[config.mk]
export PLATFORM = sky130hd
export DESIGN_NAME = alu_golden
export DESIGN_NICKNAME = d
export VERILOG_FILES = /design/src/rtl/alu_checker_pkg.sv /design/src/rtl/alu_checker_golden.sv
export SDC_FILE = /design/constraint.sdc
export NUM_CORES = 1
export LEC_CHECK = 0
export ABC_CLOCK_PERIOD_IN_PS = 6900
export CAP_MARGIN = 20
export CORE_ASPECT_RATIO = 2
export CORE_MARGIN = 2
export CORE_UTILIZATION = 60
export DETAILED_ROUTE_END_ITERATION = 8
export GPL_ROUTABILITY_DRIVEN = 0
export PLACE_DENSITY = 0.88
export SLEW_MARGIN = 20
export SYNTH_ARGS = -nofsm -noshare
export SYNTH_HDL_FRONTEND = slang
export SYNTH_SLANG_ARGS = --single-unit
[constraint.sdc]
create_clock -name vclk -period 6.9
set_input_delay 1.38 -clock vclk [all_inputs]
set_output_delay 1.38 -clock vclk [all_outputs]
set_load 0.02 [all_outputs]
[src/rtl/alu_checker_pkg.sv]
// Shared definitions for the ALU response checker: opcodes and checker states.
package alu_checker_pkg;

  localparam logic [2:0] ALU_ADD = 3'd0;
  localparam logic [2:0] ALU_SUB = 3'd1;
  localparam logic [2:0] ALU_OR  = 3'd2;
  localparam logic [2:0] ALU_AND = 3'd3;
  localparam logic [2:0] ALU_LUI = 3'd4;

  localparam int WORD_W = 32;

  typedef enum logic [1:0] {
    S_IDLE  = 2'd0,
    S_RUN   = 2'd1,
    S_DRAIN = 2'd2,
    S_DONE  = 2'd3
  } state_e;

endpackage

[src/rtl/alu_checker_golden.sv]
// Combinational reference model of the single-cycle ALU.
// chk is low for reserved opcodes, which are never compared.
module alu_golden
  import alu_checker_pkg::*;
(
  input  logic [WORD_W-1:0] rs,
  input  logic [WORD_W-1:0] rt,
  input  logic [2:0]        alu_op,
  output logic [WORD_W-1:0] exp_result,
  output logic              exp_equal,
  output logic              chk
);

  // Expected result, equality flag and check-enable per opcode.
  always_comb begin
    exp_result = '0;
    chk        = 1'b1;
    exp_equal  = (rs == rt);
    case (alu_op)
      ALU_ADD: exp_result = rs + rt;
      ALU_SUB: exp_result = rs - rt;
      ALU_OR:  exp_result = rs | rt;
      ALU_AND: exp_result = rs & rt;
      ALU_LUI: exp_result = {rt[15:0], 16'h0000};
      default: chk = 1'b0;
    endcase
  end

endmodule

After elaboration in Yosys (flattened, before gate mapping):

Cells that the tools add are included.
Widths: inputs -> output; s select.

* latch bits: 0
* memories: 0
* flip-flop bits (word level): 0
* word-level logic and storage cells: 13
* output and inout port bits: 34
* input bits: 67
* ROM bits: 0
* RAM bits: 0

* shift operators: 0
* $lt $le $gt $ge: 0
* bitwise gates (word level): 2
* equal/unequal tests: 5
* multiplexer cells: 2
* add/sub/neg operators: 2
* divide/modulo/power cells: 0
* $mul: 0
* reductions and logical operators: 2

Operator list (count)
* $pmux 32 s5: 1
* $add 32x32->32: 1
* $and 32x32->32: 1
* $eq 32x32->1: 1
* $or 32x32->32: 1
* $sub 32x32->32: 1
* $eq 3x2->1 const B: 2
* $reduce_or 5->1: 1
* $eq 3x1->1 const B: 1
* $eq 3x3->1 const B: 1
* $logic_not 3->1: 1
* $mux 1: 1

Logic depth before layout (Yosys ltp):

* depth after elaboration: 3
* mapped depth: 12
* gate-level depth less buffers: 12

Worst setup path after synthesis:

No wires, ideal clock.

* path kind: in2out
* from: in rs[0]
* to: out exp_result[26]
* stages: 11
* arrival time: 3.831 ns
* path slack: 1.689 ns
* required time: 5.520 ns
* path buffers: 0
* path through: inv_1 -> ha_1 -> inv_1 -> fa_1 -> nor3b_1 -> o31ai_2 -> a31oi_4 -> o31ai_4 -> o41ai_2 -> o221a_2 -> o21ai_0

* longest elaborated chain between the ends: 2
* elaborated cells on any way between the ends: 3
* classes of those cells: add/sub (2); mux (1)

Ends and longest elaborated chain
* start, declared: line alu_checker_golden.sv:6 `input logic [WORD_W-1:0] rs,`
* $sub 32x32->32 or $add 32x32->32 (tied branches): line alu_checker_golden.sv:21, alu_checker_golden.sv:20
* $pmux 32 s5 (*): line alu_checker_golden.sv:19 `case (alu_op)`
* end, declared: line alu_checker_golden.sv:9 `output logic [WORD_W-1:0] exp_result,`

Mark *: on every way between the ends. The rest lies on a longest branch, timed or not.

Worst setup path after layout:

* from: in rt[1]
* to: out exp_result[29]

* longest elaborated chain between the ends: 2
* elaborated cells on any way between the ends: 3
* classes of those cells: add/sub (2); mux (1)

Ends and longest elaborated chain
* start, declared: line alu_checker_golden.sv:7 `input logic [WORD_W-1:0] rt,`
* $sub 32x32->32 or $add 32x32->32 (tied branches): line alu_checker_golden.sv:21, alu_checker_golden.sv:20
* $pmux 32 s5 (*): line alu_checker_golden.sv:19

Marks and branches as above.

==> summary.md <==
| Metric | Value |
|---|---|
| Number of top-level pins | 101 |
| Number of clock-tree buffers in the layout | 0 |
| Final sequential cell count | 0 |
| Kind of launch point of the worst setup path | primary input |
| Fill count | 723 |
| Highest fanout seen on the critical path | 5 |
| Yosys top cell area share | 0.2555 |
| Vias after detailed routing | about 6400 |
| Category of the most critical setup path | primary input to primary output |
| Cell type with the largest total area after synthesis | ha_1 |
| Library cells used by synthesis | between 70 and 80 |
| Sequential cell area | 0 um2 |
| Placed cell area | 6030 um2 |
| Die width | roughly 69 um |
| Count of max-cap constraint violations | 0 |
| Final std cell area, no fill | 6030 um2 |
| Top-count cell post-synth | ha_1 |
| Cell count after synthesis | 777 |
| Count of endpoints failing hold in the final timing report | 0 |
| Global routing usage summed across all routing layers | 0.4194 |
| Power per cell area | 90.25 nW/um2 |
| Unrepaired setup endpoints after global routing | false |
| Maximum VDD drop | 0.05282 mV |
| Total count of max-transition violations in the final report | 0 |
| Via count of the first global-routing pass | 6214 |
| Most common library cells after synthesis | ha_1 (103), inv_1 (93), nor2_1 (72) |
| Average wire per standard cell | roughly 20 um |
| Initial antenna violation count | 0 |
| Inserted Diodes | 0 |
| Normalized max-slew margin | 0.4807 |
| DRC errors left | 0 |
| Pleak | roughly 2.7 nW |
| Achievable Freq | 150.4 MHz |
| Largest net degree at the start of global routing | 53 |
| Global-route wire length before repair | 30.04 mm |
| Status | completed |
| Avg Inst Size Synth | 6.493 um2 |
| Synth Cell Area | about 5000 um2 |
| Estimated wirelength of the detail-placed design | 14.73 mm |
| Post-synth net total | 949 |
| Area of the die | around 9200 um2 |
| Setup Viol. Count Final | 0 |
| Total length of routed wires | roughly 19 mm |
| Starting utilization of the core area | 0.6128 |
| Cells resized by post-CTS repair | 0 |
| Leftover overflow at the end of global routing | 0 |
| Part of the cycle the worst path needs | 0.9634 |
| Min cycle time layout | 6.647 ns |
| Input/output buffers | between 100 and 150 |
| Post-CTS Repair Setup Buffers | 0 |
| Number of iterations in the first detailed-routing pass | 7 |
| Growth of design area from synthesis to finish | 19.52% |
| Via-to-Cell Ratio | 6.850 |
| Fraction of the yosys area taken by sequential cells | 0 |
| Worst Path Arrival | 5.27 ns |
| Area contributors post-synth | ha_1 (26%), inv_1 (6.9%), o21ai_0 (6.7%), a21oi_1 (6.6%), nor2_1 (5.4%) |
| Placeable Area | just over 8000 um2 |
| Layout cell share with drive strength beyond 1 | 0.03704 |
| Class of the worst hold path | primary input to primary output |
| Area of combinational cells with multiple inputs | 4492 um2 |
| Number of cell rows | 47 |
| Post-layout nets | between 1000 and 1500 |
| Worst Max-Slew Pin Slew | 0.7789 ns |
| Endpoint required time on the critical path | 5.52 ns |
| Number of antenna-violating nets in the routed design | 0 |
| CTS Hold Bufs | 0 |
| Worst Setup End Kind | primary output |
| Die outline height | 133.7 um |
| Final-layout setup total negative slack | 0 ns |
| Hold Path Stages | 5 |
| Yosys Warn Count | 0 |
| Number of design-rule violations left by the first detailed-router iteration | 821 |
## cell usage in the layout, fill, tap and decap left out, types with 7 or more instances in the layout
cell             netlist  final
ha_1                 103    103
clkdlybuf4s50_1        0    100
inv_1                 93     93
nor2_1                72     72
o21ai_0               68     68
a21oi_1               67     67
nand2_1               59     59
a22oi_1               17     17
nor3_1                17     17
nand3_1               15     15
a211oi_1              14     14
xnor2_1               13     13
nor2b_1               12     12
o211ai_1              11     11
a221oi_1              10     10
nand2b_1               9      9
nor4_1                 9      9
o22ai_1                9      9
a21o_1                 8      8
o21ai_1                8      8
buf_4                  1      8
o21bai_1               7      7
## path summary, 6_finish.rpt
check	slack (ns)	endpoint	from
setup / recovery	0.25	exp_result[29]	rt[1]
hold / removal	3.79	exp_result[17]	alu_op[0]
## kinds of logic (layout without fill, tap and decap cells)
family / after synthesis / count (layout) / synth area share
fa+ha+maj: 105 / 105 / 0.2634
mux: 6 / 6 / 0.01191
xor+xnor: 15 / 15 / 0.02604
buf+inv: 142 / 202 / 0.1096
simple gates: 227 / 227 / 0.2148
compound gates: 282 / 282 / 0.3743
## metal layers
| layer | share of wire | vias to the layer above | wire [um] | track usage |
|---|---|---|---|---|
| met5 | 0 | - | 0 | 0 |
| met4 | 0.098 | 0 | 1836 | 0.3224 |
| met3 | 0.076 | 173 | 1426 | 0.1250 |
| met2 | 0.50 | 458 | 9307 | 0.6960 |
| met1 | 0.33 | 2871 | 6137 | 0.4125 |
| li1 | - | 2903 | - | - |
## final cells by class
type	count	area share
timing repair buffer	109	0.1768
inverter	93	0.05790
tap	98	0.02034
multi-input combinational	635	0.7450
## worst max-delay path: stages
cell	delay, ns
clkdlybuf4s50_1	0.56
inv_1	0.12
ha_1	0.36
nor2_1	0.08
o311ai_1	0.54
a2111oi_2	0.20
o21ai_1	0.46
o21ai_1	0.22
a211oi_1	0.36
a221oi_1	0.13
o21ai_1	0.20
clkdlybuf4s50_1	0.64
## metrics by stage
stage	utilization	hold WS (ns)	power (mW)	setup slack, ns	cells
after global routing	0.7324	3.844	0.5856	0.1190	935
after floorplan	-	3.000	0.3365	1.689	777
after global placement	0.7324	3.804	0.5098	0.4141	935
after CTS	0.7324	3.777	0.5250	0.3954	935
final	0.7324	3.791	0.5442	0.2528	935
after detailed placement	0.7324	3.778	0.5223	0.4055	935
## power by group
group	internal (mW)	switching [mW]	total, mW
Combinational	0.220	0.324	0.544
Sequential	0	0	0
Clock	0	0	0
Power figures use the tool's default switching activity.
